### config.mk
export PLATFORM = sky130hd
export DESIGN_NAME = adc_scan_scheduler_flat
export DESIGN_NICKNAME = d
export VERILOG_FILES = /design/src/rtl/adc_scan_scheduler_if.sv /design/src/rtl/adc_scan_scheduler.sv /design/src/flat_wrapper.sv
export SDC_FILE = /design/constraint.sdc
export NUM_CORES = 1
export LEC_CHECK = 0
export CORE_MARGIN = 4
export CORE_UTILIZATION = 48
export DETAILED_ROUTE_END_ITERATION = 12
export PLACE_DENSITY_LB_ADDON = 0.08
export SYNTH_ARGS = -nofsm -noshare
export SYNTH_HDL_FRONTEND = slang
export SYNTH_SLANG_ARGS = --single-unit
### constraint.sdc
create_clock -name clk -period 2.99 [get_ports clk]
set_input_delay 0.598 -clock clk [delete_from_list [all_inputs] [get_ports clk]]
set_output_delay 0.598 -clock clk [all_outputs]
set_load 0.02 [all_outputs]
### src/rtl/adc_scan_scheduler_if.sv
// ADC-side and result-side signal bundle of adc_scan_scheduler.
// The master is the scheduler; the slave is the ADC and the result consumer.
interface adc_scan_scheduler_if #(
  parameter int CHW = 2,
  parameter int DW  = 10
) ();
  logic [CHW-1:0] ch_sel;
  logic           st_conv;
  logic           adc_done;
  logic [DW-1:0]  adc_result;
  logic [DW-1:0]  result_data;
  logic [CHW-1:0] result_ch;
  logic           result_valid;

  modport master (
    output ch_sel, st_conv, result_data, result_ch, result_valid,
    input  adc_done, adc_result
  );

  modport slave (
    input  ch_sel, st_conv, result_data, result_ch, result_valid,
    output adc_done, adc_result
  );
endinterface

### src/rtl/adc_scan_scheduler.sv
// Periodic multi-channel scan sequencer sharing one SAR ADC among NCH muxed inputs.
// Define ADC_SCHED_AVG4_EN to convert every channel four times and return the truncated average.
module adc_scan_scheduler #(
  parameter int NCH     = 4,
  parameter int CHW     = $clog2(NCH),
  parameter int DW      = 10,
  parameter int SETTLE  = 4,
  parameter int ST_W    = 2,
  parameter int TIMEOUT = 255
) (
  input  logic                 clk,
  input  logic                 rst,
  input  logic                 scan_en,
  input  logic [NCH-1:0]       ch_mask,
  input  logic [15:0]          period,
  input  logic                 clr_flags,
  output logic                 busy,
  output logic                 overrun,
  output logic                 err_timeout,
  adc_scan_scheduler_if.master bus
);

  localparam int CNT_MAX = (TIMEOUT > SETTLE) ? ((TIMEOUT > ST_W) ? TIMEOUT : ST_W)
                                              : ((SETTLE > ST_W) ? SETTLE : ST_W);
  localparam int CNT_W = $clog2(CNT_MAX + 1);
  localparam logic [CNT_W-1:0] SETTLE_LAST = CNT_W'(SETTLE - 1);
  localparam logic [CNT_W-1:0] ST_LAST     = CNT_W'(ST_W - 1);
  localparam logic [CNT_W-1:0] TO_LAST     = CNT_W'(TIMEOUT - 1);

  typedef enum logic [2:0] {
    S_IDLE, S_SETTLE, S_START, S_WAIT, S_STORE, S_NEXT
  } state_t;

  state_t           state_q, state_d;
  logic [CNT_W-1:0] cnt_q, cnt_d;
  logic [CHW-1:0]   ch_sel_q, ch_sel_d;
  logic [NCH-1:0]   mask_q, mask_d;
  logic [15:0]      timer_q, timer_d;
  logic             expire_q, expire_d;
  logic             armed_q, armed_d;
  logic             sync1_q, sync1_d;
  logic             sync2_q, sync2_d;
  logic             sync3_q, sync3_d;
  logic             edge_q, edge_d;
  logic [DW-1:0]    data_q, data_d;
  logic [CHW-1:0]   res_ch_q, res_ch_d;
  logic             overrun_q, overrun_d;
  logic             err_q, err_d;

  logic             start_scan;
  logic             set_timeout;
  logic             next_found;
  logic [CHW-1:0]   next_ch;
  logic             low_found;
  logic [CHW-1:0]   low_ch;

`ifdef ADC_SCHED_AVG4_EN
  logic [DW+1:0]    acc_q, acc_d, acc_sum;
  logic [1:0]       rep_q, rep_d;
`endif

  always_ff @(posedge clk) begin
    if (rst) begin
      state_q   <= S_IDLE;
      cnt_q     <= '0;
      ch_sel_q  <= '0;
      mask_q    <= '0;
      timer_q   <= '0;
      expire_q  <= 1'b0;
      armed_q   <= 1'b1;
      sync1_q   <= 1'b0;
      sync2_q   <= 1'b0;
      sync3_q   <= 1'b0;
      edge_q    <= 1'b0;
      data_q    <= '0;
      res_ch_q  <= '0;
      overrun_q <= 1'b0;
      err_q     <= 1'b0;
`ifdef ADC_SCHED_AVG4_EN
      acc_q     <= '0;
      rep_q     <= '0;
`endif
    end else begin
      state_q   <= state_d;
      cnt_q     <= cnt_d;
      ch_sel_q  <= ch_sel_d;
      mask_q    <= mask_d;
      timer_q   <= timer_d;
      expire_q  <= expire_d;
      armed_q   <= armed_d;
      sync1_q   <= sync1_d;
      sync2_q   <= sync2_d;
      sync3_q   <= sync3_d;
      edge_q    <= edge_d;
      data_q    <= data_d;
      res_ch_q  <= res_ch_d;
      overrun_q <= overrun_d;
      err_q     <= err_d;
`ifdef ADC_SCHED_AVG4_EN
      acc_q     <= acc_d;
      rep_q     <= rep_d;
`endif
    end
  end

  always_comb begin
    state_d     = state_q;
    cnt_d       = cnt_q;
    ch_sel_d    = ch_sel_q;
    mask_d      = mask_q;
    timer_d     = timer_q;
    armed_d     = armed_q;
    data_d      = data_q;
    res_ch_d    = res_ch_q;
    start_scan  = 1'b0;
    set_timeout = 1'b0;
    sync1_d     = bus.adc_done;
    sync2_d     = sync1_q;
    sync3_d     = sync2_q;
    edge_d      = sync2_q & ~sync3_q;
`ifdef ADC_SCHED_AVG4_EN
    acc_d       = acc_q;
    rep_d       = rep_q;
    acc_sum     = acc_q + {2'b00, bus.adc_result};
`endif

    // Descending loops leave the lowest qualifying channel as the final assignment.
    low_found  = 1'b0;
    low_ch     = '0;
    next_found = 1'b0;
    next_ch    = '0;
    for (int i = NCH - 1; i >= 0; i--) begin
      if (ch_mask[i]) begin
        low_found = 1'b1;
        low_ch    = CHW'(i);
      end
      if (mask_q[i] && (CHW'(i) > ch_sel_q)) begin
        next_found = 1'b1;
        next_ch    = CHW'(i);
      end
    end

    if (!scan_en) begin
      armed_d = 1'b1;
    end

    case (state_q)
      S_IDLE: begin
        if (scan_en && ((timer_q == '0) || armed_q) && low_found) begin
          start_scan = 1'b1;
          mask_d     = ch_mask;
          ch_sel_d   = low_ch;
          armed_d    = 1'b0;
          cnt_d      = '0;
          state_d    = S_SETTLE;
        end
      end
      S_SETTLE: begin
`ifdef ADC_SCHED_AVG4_EN
        acc_d = '0;
        rep_d = '0;
`endif
        if (cnt_q == SETTLE_LAST) begin
          cnt_d   = '0;
          state_d = S_START;
        end else begin
          cnt_d = cnt_q + 1'b1;
        end
      end
      S_START: begin
        if (cnt_q == ST_LAST) begin
          cnt_d   = '0;
          state_d = S_WAIT;
        end else begin
          cnt_d = cnt_q + 1'b1;
        end
      end
      S_WAIT: begin
        if (edge_q) begin
`ifdef ADC_SCHED_AVG4_EN
          if (rep_q == 2'd3) begin
            data_d   = acc_sum[DW+1:2];
            res_ch_d = ch_sel_q;
            state_d  = S_STORE;
          end else begin
            acc_d   = acc_sum;
            rep_d   = rep_q + 2'd1;
            cnt_d   = '0;
            state_d = S_START;
          end
`else
          data_d   = bus.adc_result;
          res_ch_d = ch_sel_q;
          state_d  = S_STORE;
`endif
        end else if (cnt_q == TO_LAST) begin
          set_timeout = 1'b1;
          state_d     = S_NEXT;
        end else begin
          cnt_d = cnt_q + 1'b1;
        end
      end
      S_STORE: begin
        state_d = S_NEXT;
      end
      S_NEXT: begin
        if (scan_en && next_found) begin
          ch_sel_d = next_ch;
          cnt_d    = '0;
          state_d  = S_SETTLE;
        end else begin
          state_d = S_IDLE;
        end
      end
      default: begin
        state_d = S_IDLE;
      end
    endcase

    // Reloading with period-1 makes the next start land exactly period cycles later.
    if (start_scan) begin
      timer_d = (period == 16'd0) ? 16'd0 : period - 16'd1;
    end else if (timer_q != 16'd0) begin
      timer_d = timer_q - 16'd1;
    end
    expire_d = (timer_q == 16'd1) && !start_scan;

    overrun_d = (expire_q && (state_q != S_IDLE)) ? 1'b1 :
                clr_flags                         ? 1'b0 : overrun_q;
    err_d     = set_timeout ? 1'b1 :
                clr_flags   ? 1'b0 : err_q;
  end

  always_comb begin
    busy             = (state_q != S_IDLE);
    overrun          = overrun_q;
    err_timeout      = err_q;
    bus.ch_sel       = ch_sel_q;
    bus.st_conv      = (state_q == S_START);
    bus.result_valid = (state_q == S_STORE);
    bus.result_data  = data_q;
    bus.result_ch    = res_ch_q;
  end

endmodule

### src/flat_wrapper.sv
// flat-port wrapper written by rule: the top's interface ports become plain ports
module adc_scan_scheduler_flat 
#(
  parameter int NCH     = 4,
  parameter int CHW     = $clog2(NCH),
  parameter int DW      = 10,
  parameter int SETTLE  = 4,
  parameter int ST_W    = 2,
  parameter int TIMEOUT = 255
)
  (clk, rst, scan_en, ch_mask, period, clr_flags, busy, overrun, err_timeout, bus_ch_sel, bus_st_conv, bus_result_data, bus_result_ch, bus_result_valid, bus_adc_done, bus_adc_result);
  adc_scan_scheduler_if #(.CHW(CHW), .DW(DW)) bus_i ();
  input  logic clk;
  input  logic rst;
  input  logic scan_en;
  input  logic [NCH-1:0] ch_mask;
  input  logic [15:0] period;
  input  logic clr_flags;
  output logic busy;
  output logic overrun;
  output logic err_timeout;
  output wire logic [$bits(bus_i.ch_sel)-1:0] bus_ch_sel;
  output wire logic [$bits(bus_i.st_conv)-1:0] bus_st_conv;
  output wire logic [$bits(bus_i.result_data)-1:0] bus_result_data;
  output wire logic [$bits(bus_i.result_ch)-1:0] bus_result_ch;
  output wire logic [$bits(bus_i.result_valid)-1:0] bus_result_valid;
  input wire logic [$bits(bus_i.adc_done)-1:0] bus_adc_done;
  input wire logic [$bits(bus_i.adc_result)-1:0] bus_adc_result;
  assign bus_ch_sel = bus_i.ch_sel;
  assign bus_st_conv = bus_i.st_conv;
  assign bus_result_data = bus_i.result_data;
  assign bus_result_ch = bus_i.result_ch;
  assign bus_result_valid = bus_i.result_valid;
  assign bus_i.adc_done = bus_adc_done;
  assign bus_i.adc_result = bus_adc_result;
  adc_scan_scheduler #(.NCH(NCH), .CHW(CHW), .DW(DW), .SETTLE(SETTLE), .ST_W(ST_W), .TIMEOUT(TIMEOUT)) u_core (.clk(clk), .rst(rst), .scan_en(scan_en), .ch_mask(ch_mask), .period(period), .clr_flags(clr_flags), .busy(busy), .overrun(overrun), .err_timeout(err_timeout), .bus(bus_i));
endmodule
# Word level (Yosys, flattened, before mapping)
# Cells that the tools add are included.
# classes
addsub,3
magnitude_cmp,4
eq_ne,16
n_mux,47
n_bitwise,2
n_reduce_logical,26
# op_table
op,count
16-bit two-way mux,3
8-bit two-way mux,6
8-bit case mux with 5 select lines,1
16-bit logical NOT,2
16-bit by 1-bit subtractor with 16-bit output (second input constant),2
1-bit two-way mux,20
2-bit two-way mux,10
3-bit case mux with 6 select lines,1
16-bit by 1-bit == test with 1-bit output (second input constant),1
16-bit nonzero test,1
3-bit two-way mux,5
1-bit logical AND,9
8-bit by 1-bit adder with 8-bit output (second input constant),1
8-bit by 1-bit == test with 1-bit output (second input constant),1
8-bit by 2-bit == test with 1-bit output (second input constant),1
8-bit == test (second input constant),1
2-bit by 1-bit inequality test with 1-bit output (second input constant),4
2-bit nonzero test,4
3-bit by 2-bit == test with 1-bit output (second input constant),2
3-bit == test (second input constant),2
5-bit AND reduction,1
5-bit nonzero test,1
1-bit by 2-bit > comparator with 1-bit output (first input constant),2
2-bit > comparator (first input constant),2
13 further kinds,15
# word_totals
reg_bits,53
input_bits,35
elab_cells,113

# Longest topological paths before layout
# depth
word_depth,9
mapped_depth,9

# Least setup slack after synthesis
# Ideal clock, no wire load.
# synth_timing
kind,input-to-reg
startpoint,in period[4]
endpoint,reg u_core.timer_q[13]
setup_ns,0.132
t_arrival_ns,2.686
setup_slack_ns,0.172
path_stages,8
path_cell_list,or4_1 buf_2 or4_4 or4b_4 buf_6 buf_6 o211ai_1 a21oi_1
# synth_between
elab_chain_cells,3
word_cells_on_any_way,4
cone_classes,1 x add/sub; 2 x mux; 1 x reduce/logical
# synth_lines
item,line_no,source
start: declaration,flat_wrapper.sv:17,input logic [15:0] period;
16-bit by 1-bit subtractor with 16-bit output or 16-bit logical NOT (tied branches),adc_scan_scheduler.sv:222,timer_d = (period == 16'd0) ? 16'd0 : period - 16'd1;
16-bit two-way mux (*),adc_scan_scheduler.sv:222,
16-bit two-way mux (*),adc_scan_scheduler.sv:221,if (start_scan) begin
end signal: assignment,adc_scan_scheduler.sv:88,timer_q <= timer_d;
end: declaration,adc_scan_scheduler.sv:38,"logic [15:0] timer_q, timer_d;"
# Mark *: on every way between the ends. The rest lies on a longest branch, timed or not.
# A chain may end at the register's enable or synchronous reset.

# Worst setup path after layout
# layout_timing
startpoint,in period[5]
endpoint,reg u_core.timer_q[8]
# The elaborated chain is that of the path after synthesis.

==> impl_metrics.env <==
export IMPL_outcome="completed"
export IMPL_fill_cells=568
export IMPL_die_x_um=87.0
export IMPL_synth_edf_count=0
export IMPL_drtIter0Drc=168
export IMPL_finClkSkew_ps=13.1
export IMPL_rrSetupSlack_ps=410
export IMPL_period_needed_ps=2790
export IMPL_ys_seq_area_share_pct=34.7
export IMPL_post_cts_setup_buffer_count=0
export IMPL_ys_ff_latch=52
export IMPL_hold_path_class="reg -> reg"
export IMPL_areaGrowthSynthToFinish_pct=26.3
export IMPL_max_vdd_ir_drop_mv=0.439
export IMPL_antenna_found_initial=0
export IMPL_first_global_vias=2780
export IMPL_tightestPinTransition_ps=984
export IMPL_cts_resized=0
export IMPL_whs_path_depth=1
export IMPL_core_area_um2=5990
export IMPL_placement_io_buffers=53
export IMPL_reg2reg_from="u_core.timer_q[0]$_SDFFE_PP0P_"
export IMPL_grt_max_degree=34
export IMPL_place_congestion=0.840
export IMPL_detail_route_vias_per_cell=5.75
export IMPL_cts_made_buffers=5
export IMPL_start_util_pct=50.0
export IMPL_synth_area_um2=3000
export IMPL_yosysWarnings=0
export IMPL_synth_area_per_cell_um2=7.91
export IMPL_r2r_end="u_core.cnt_q[2]$_SDFFE_PP0P_"
export IMPL_die_y_um=87.0
export IMPL_firstDrtPassIters=4
export IMPL_most_common_layout_cells="53 x clkdlybuf4s50_1, 52 x dfxtp_1, 51 x nand2_1, 41 x a21oi_1, 22 x buf_4"
export IMPL_grt_pass1_wl_mm=12.6
export IMPL_finalCritPeriodShare_pct=93.4
export IMPL_cts_path_max_buffers=2
export IMPL_drtAntennaViolNets=0
export IMPL_gr_total_overflow=0
export IMPL_clock_latency_ps=300
export IMPL_cts_sinks=52
export IMPL_place_ws_ps=-126
export IMPL_critPathKind="in -> reg"
export IMPL_fin_util_pct=63.2
export IMPL_wl_mm=7.49
export IMPL_wire_per_inst_um=14.5
export IMPL_worstSetupStartpointType="input pin"
export IMPL_endpoint_kind="register"
export IMPL_layout_drive_gt1_share_pct=8.14
export IMPL_setup_viol=0
export IMPL_crit_required_ps=3180
export IMPL_io_pin_count=54
export IMPL_critPathArrivalTime_ps=2980
export IMPL_placed_area_um2=3690
export IMPL_hold_buffers=0
export IMPL_hold_viol=0
export IMPL_hold_start="u_core.sync3_q$_SDFF_PP0_"
export IMPL_slew_headroom_pct=33.8
export IMPL_mappedNetlistNets=421
export IMPL_grt_usage_pct=20.3
export IMPL_cp_max_fo=16
export IMPL_drc=0
export IMPL_drv_slew=0
export IMPL_design_die_area_um2=7570
export IMPL_min_to="u_core.edge_q$_SDFF_PP0_"
export IMPL_layout_setup_ws_ps=197
export IMPL_h_tree_depth=2
export IMPL_num_nets_final=483
export IMPL_worst_r2r_cell_count=8
export IMPL_max_freq_mhz=358
export IMPL_clk_pin_slew_ps=100
export IMPL_power_density_nw_per_um2=631
export IMPL_rsz0062_at_grt="false"
export IMPL_synth_cells=379
export IMPL_dpl_hpwl_mm=5.54
export IMPL_ys_flop_type="dfxtp_1"
export IMPL_n_antenna_cell=0
export IMPL_cts_tree="built"
export IMPL_rows=28
export IMPL_routed_via_count=2971
export IMPL_mostFrequentLayoutCell="clkdlybuf4s50_1"
export IMPL_synthArstFlopShare_pct=0
export IMPL_yosysUniqueCellTypes=57
export IMPL_root_buffer="clkbuf_8"
export IMPL_p_leak_nw=1.39
export IMPL_final_area_um2=3780
export IMPL_max_cap_violations=0
cell usage after synthesis (3+ instances only):
library cell  number  share of area, %
o41ai_1            4               1.2
nor2b_1           10               2.1
or3_1              4              0.83
o211ai_1           6               1.5
and3_1             4              0.83
xnor2_1            6               1.8
inv_1             15               1.9
nor3b_1            5               1.3
nor3_1            15               2.5
o2111ai_1          7               2.0
o21ai_0           10               1.7
o31ai_1            4               1.0
or4_1              6               1.5
a32o_1             6               2.0
nor2_1            18               2.3
clkbuf_1          15               1.9
xor2_1            13               3.8
a21oi_1           41               6.8
nand3b_1           4               1.0
a211oi_1           3              0.75
nand2_1           51               6.4
a311oi_1           3              0.88
nand3_1           14               2.3
dfxtp_1           52                35
nand4_1            4              0.83
ha_1               7               2.9
nor4_1            12               2.5
stage by stage:
step	hold slack [ps]	total power, mW	instances	TNS, ps
final	388	2.39	517	0
after global routing	404	2.58	517	0
after CTS	394	2.40	517	0
after detailed placement	379	1.98	509	-1410
after global placement	372	1.97	509	-1090
after floorplan	367	1.67	379	0
worst max-delay path by stage:
stage | cells past startpoint | slack, ps | endpoint | start
floorplan | 8 | 170 | u_core.timer_q[13]$_SDFFE_PP0P_ | period[4]
global placement | 6 | -90 | u_core.timer_q[2]$_SDFFE_PP0P_ | period[8]
detailed placement | 6 | -130 | u_core.timer_q[8]$_SDFFE_PP0P_ | period[8]
CTS | 6 | 200 | u_core.timer_q[8]$_SDFFE_PP0P_ | period[8]
global route | 6 | 120 | u_core.timer_q[2]$_SDFFE_PP0P_ | period[8]
finish | 6 | 200 | u_core.timer_q[8]$_SDFFE_PP0P_ | period[5]
cell families after synthesis:
logic type	after synthesis	share of synthesized area, %
compound gates	105	23.5
mux	2	0.710
flops	52	34.7
buf+inv	35	4.93
simple gates	159	27.7
fa+ha+maj	7	2.92
xor+xnor	19	5.55
metal layers:
metal | vias to the layer above | share of wire (%) | GRT usage [%]
met3 | 8 | 4.1 | 3.31
met2 | 61 | 51 | 35.3
met1 | 1372 | 44 | 25.8
met4 | 0 | 1.3 | 5.52
li1 | 1530 | - | -
met5 | - | 0 | 0
critical path: stages:
cell and delay, ps:
clkdlybuf4s50_1 430, or4_1 570, or4_4 500, or4b_4 650, a21oi_1 170, a211oi_1 60
flip-flops by register name (all words and copies together) (netlist names), 2 cells and up:
name                    count
u_core.bus.result_data     10
u_core.bus.result_ch        2
u_core.cnt_q                8
u_core.timer_q             16
u_core.bus.ch_sel           2
u_core.state_q              3
u_core.mask_q               3
area by class of cell:
class	count	area, um2	area share (%)
multi-input combinational	292	1810	47.8
sequential	52	1040	27.5
timing repair buffer	75	696	18.4
tap	75	93.8	2.48
clock buffer	5	68.8	1.82
inverter	15	56.3	1.49
clock inverter	3	21.3	0.562
power by group:
part	leakage (nW)	internal, mW	switching [mW]	total [mW]
combinational	0.919	0.482	0.533	1.01
clock	0.0445	0.167	0.241	0.408
sequential	0.424	0.814	0.150	0.965
total	1.39	1.46	0.924	2.39
No activity file was read; power rests on OpenSTA's default activity.
==> patch 1: new RTL, same settings <==
`ST_W` is set to 2 in 2 places; all go to 4.
--- a/src/rtl/adc_scan_scheduler.sv
+++ b/src/rtl/adc_scan_scheduler.sv
@@ -5,7 +5,7 @@
   parameter int CHW     = $clog2(NCH),
   parameter int DW      = 10,
   parameter int SETTLE  = 4,
-  parameter int ST_W    = 2,
+  parameter int ST_W    = 4,
   parameter int TIMEOUT = 255
 ) (
   input  logic                 clk,
--- a/src/flat_wrapper.sv
+++ b/src/flat_wrapper.sv
@@ -5,7 +5,7 @@
   parameter int CHW     = $clog2(NCH),
   parameter int DW      = 10,
   parameter int SETTLE  = 4,
-  parameter int ST_W    = 2,
+  parameter int ST_W    = 4,
   parameter int TIMEOUT = 255
 )
   (clk, rst, scan_en, ch_mask, period, clr_flags, busy, overrun, err_timeout, bus_ch_sel, bus_st_conv, bus_result_data, bus_result_ch, bus_result_valid, bus_adc_done, bus_adc_result);
Check against the original RTL: not equivalent (Yosys sat finds a counterexample within 10 cycles, from zero or initial values and one cycle with rst high).
==> patch 1 against the original RTL <==
Combinational power decreased by 18%; power is 6.3% lower; sequential cell count unchanged; area after synthesis grew 1.8%; final area decreased by 0.76%; worst setup slack gained 260 ps; non-clock buffer count decreased by 12; routed wire length fell by 1.7%; count of clock-buffer cells in the layout stayed put; synthesized cell count fell by 0.53%; worst hold slack improved by 3.3 ps; critical path type is now flop to flop.
==> patch 1: results (changes against the original RTL) <==
adder-cell share of the synthesized area 2.462% (-0.46 points); async set-reset flop share out of synthesis 0% (unchanged); vias in the first global route 2599 (-6.5%); P_clk 481 uW (+18%); first-pass GRT wire length 12.21 mm (-3.2%); clk root buf clkbuf_8; layout net count 471 (-2.5%); initial antenna violation count 0 (unchanged); Slew headroom 50.56% (+17 points); DRT iter0 DRCs 119 (-29%); xor/xnor cell area share of the yosys netlist 6.894% (+1.3 points); gp weighted congestion 0.8690 (+3.5%); register area share after synthesis 34.14% (-0.60 points); Layout Skew 6.185 ps (-6.884 ps); Hold WC Path Type flop to flop; # placed instances 498 (-2.2%); worst slack at placement 362.4 ps (+488.9 ps); number of port buffers 53 (unchanged); drt pass-1 iters 4 (unchanged); CTS Buffer Depth 2 (unchanged); Net Count, Synth 418 (-0.71%); Syn. warnings 0 (unchanged); Switching Fraction 36.09% (-2.6 points); Worst-path clk slew 100 ps (about the same); post-synth cell types 64 (+12%); total sequential power 926 uW (-4.0%); post-synthesis compound-gate area fraction 20.48% (-3.0 points); cts repair resizes 0 (unchanged); P_leak 1.338 nW (-3.6%); synth top area cells dfxtp_1 (34%), nand2_1 (6.4%), xnor2_1 (5.5%); delay-heaviest family, CP simple AND/OR/NAND/NOR gates; outcome finished, final reports clean; Worst Path Arrival 2760 ps (-220 ps); mux share of post-synthesis cell area 0.6565% (-0.053 points); CP Max Fanout 8 (-8); final WL 7.358 mm (-1.7%); dpl cell area 3645 um2 (-1.4%); share of cells above drive strength 1 8.817% (+0.67 points); vias 2894 (-2.6%); Setup Buffers After CTS 0 (unchanged); P_comb 829 uW (-18%); Worst path slowest cell or4_1; # diodes 0 (unchanged); Avg Inst Size Synth 8.088 um2 (+2.3%); Largest register FFs 16 (unchanged); H-tree depth 2 (unchanged); Post-DP HPWL 5.520 mm (-0.33%); Max VDD drop 0.0002554 V (-42%); largest net degree at the start of global routing 24 (-29%); CP max stage delay 540 ps (-110 ps); final setup violating endpoints 0 (unchanged); vias per cell 5.719 (-0.47%); Fillers 561 (-1.2%); synth cell count leaders dfxtp_1 (52), nand2_1 (52), a21oi_1 (32), nor2_1 (28), xnor2_1 (19); GRT Overall Usage 19.81% (-0.50 points); Largest Register u_core.timer_q
patch 1: cell count changes after synthesis, sizes merged, moves of 5 or more:
cell / unedited run / this run
nor2: 18 / 28
o211ai: 6 / 0
a21oi: 41 / 32
o2111ai: 7 / 0
xnor2: 6 / 19
nand4b: 0 / 5
nor4: 12 / 7
xor2: 13 / 5
patch 1: final cells by class:
cell class | instances | area share, %
multi-input combinational | 295 | 49.40
sequential | 52 | 27.71
timing repair buffer | 63 | 16.12
tap | 75 | 2.498
clock buffer | 5 | 1.832
inverter | 13 | 1.299
clock inverter | 3 | 1.133
patch 1: final timing paths:
check,from,end,slack [ps],cells past startpoint
setup reg to reg,u_core.timer_q[0]$_SDFFE_PP0P_,u_core.cnt_q[1]$_SDFFE_PP0P_,460,7
hold reg to reg,u_core.sync3_q$_SDFF_PP0_,u_core.edge_q$_SDFF_PP0_,390,1
setup / recovery,u_core.timer_q[0]$_SDFFE_PP0P_,u_core.cnt_q[1]$_SDFFE_PP0P_,460,7
hold / removal,u_core.sync3_q$_SDFF_PP0_,u_core.edge_q$_SDFF_PP0_,390,1
patch 1: through the flow:
step	hold slack [ps]	utilization, %
2_1_floorplan	367.4	-
4_1_cts	395.7	62.33
3_3_place_gp	370.9	60.49
3_5_place_dp	381.2	60.49
6_report	391.3	62.33
5_1_grt	420.0	62.33
patch 1: kinds of logic after synthesis:
group           after synthesis
compound gates               91
xor+xnor                     24
fa+ha+maj                     6
buf+inv                      30
flops                        52
mux                           2
simple gates                172
patch 1: layer usage:
layer	part of all wire, %	global-route usage, %
met1	47	26.74
met5	0	0
met4	0.58	7.113
met3	7.6	4.139
met2	45	31.23
==> patch 2: new RTL, same flow settings <==
Without the edit above. Reset style: asynchronous (`rst`), changed in one clocked block.
--- a/src/rtl/adc_scan_scheduler.sv
+++ b/src/rtl/adc_scan_scheduler.sv
@@ -59,7 +59,7 @@
   logic [1:0]       rep_q, rep_d;
 `endif
 
-  always_ff @(posedge clk) begin
+  always_ff @(posedge clk or posedge rst) begin
     if (rst) begin
       state_q   <= S_IDLE;
       cnt_q     <= '0;
Behaviour: differs if rst is asserted again (counterexample within 4 cycles, from zero or initial values and one cycle with rst high); with rst held inactive, the same outputs for 10 cycles.
==> patch 2 against the original RTL <==
Area after synthesis up 4.3%; final area rose by 3.3%; clock power fell by 8.1%; routed wire length decreased by 5.3%; critical path depth is 2 higher; worst setup slack gained 120 ps; power rose by 36%; sequential cell count stayed put; highest routed layer unchanged.
==> patch 2: results (changes against the original RTL) <==
outcome finished, final reports clean; largest net degree at the start of global routing 30 (-12%); Seq/total area 33.30% (+5.8 points); post-synth cell types 64 (+12%); number of port buffers 53 (unchanged); Slew headroom 37.72% (+3.9 points); clock-cell share of area 1.983% (-0.40 points); P_leak 1.565 nW (+13%); Tap Cells 77 (+2.7%); vias in the first global route 2512 (-9.6%); Worst path slowest cell a21boi_1; share of cells above drive strength 1 13.64% (+5.5 points); dpl cell area 3834 um2 (+3.8%); GRT Overall Usage 18.81% (-1.5 points); CP max stage delay 760 ps (+110 ps); Switching Fraction 41.18% (+2.5 points); drt pass-1 iters 4 (unchanged); layout net count 438 (-9.3%); register area share after synthesis 41.69% (+7.0 points); multi-input combinational area share 43.47% (-4.3 points); Worst-path clk slew 80 ps (-20 ps); delay-heaviest family, CP compound AO/OA/AOI/OAI gates; async set-reset flop share out of synthesis 100.0% (+100 points); metal1 wirelength 2.967 mm (-10%); DRT iter0 DRCs 102 (-39%); Max VDD drop 0.0004484 V (+2.1%); synth cell count leaders dfrtp_1 (51), nand2_1 (26), a21oi_1 (23), nor2_1 (22), nand3_1 (15); worst slack at placement 60.43 ps (+186.9 ps); Layout Skew 5.181 ps (-7.888 ps); Fillers 550 (-3.2%); vias 2677 (-9.9%); post-synthesis compound-gate area fraction 17.94% (-5.5 points); Multi-Input Combinational 252 (-14%); Clk pwr share 11.5% (-5.6 points); CP Max Fanout 9 (-7); total sequential power 1.26 mW (+31%); metal3 WL 348 um (+14%); Area Growth Syn to Fin 25.19%; met1 GRT Util 22.71% (-3.1 points); Non-clk invs 13 (-2); Post-Syn Instances 332 (-12%); first-pass GRT wire length 11.59 mm (-8.2%); Non-clk bufs 72 (-4.0%); met3 GRT Util 2.793% (-0.52 points); NonClk Buf Share 17.53% (-0.85 points); xor/xnor cell area share of the yosys netlist 6.167% (+0.61 points); met2 routed WL 3.584 mm (-5.4%); gp weighted congestion 0.7701 (-8.3%); Setup Buffers After CTS 0 (unchanged); Non-Filler Instances 473 (-8.5%); Worst Path Arrival 2880 ps (-100 ps); mux share of post-synthesis cell area 4.646% (+3.9 points); adder-cell share of the synthesized area 2.803% (-0.12 points); synth top area cells dfrtp_1 (41%), mux2_2 (4.3%), a21oi_1 (3.7%); final-layout clock buffer total 6 (+1)
==> patch 2: final timing paths <==
kind                                               startpoint                                     to  slack, ps  cells after the start
worst max-delay path            u_core.timer_q[0]$_DFFE_PP0P_          u_core.timer_q[0]$_DFFE_PP0P_        320                      8
worst min-delay path                 u_core.sync1_q$_DFF_PP0_               u_core.sync2_q$_DFF_PP0_        360                      0
worst max register to register  u_core.timer_q[0]$_DFFE_PP0P_          u_core.timer_q[0]$_DFFE_PP0P_        320                      8
worst min register to register       u_core.sync1_q$_DFF_PP0_               u_core.sync2_q$_DFF_PP0_        360                      0
max in group asynchronous                                 rst            u_core.cnt_q[0]$_DFFE_PP0P_       1810                      3
min in group asynchronous                                 rst  u_core.bus.result_data[4]$_DFFE_PP0P_        650                      2
==> patch 2: worst reg2reg max path: stages, from the launching register on <==
cell      delay, ps
dfrtp_1         420
inv_1           120
ha_1            210
nor4b_1         400
nand4_2         160
a21boi_1        760
buf_4           280
nor3_1           60
a211oi_1        170
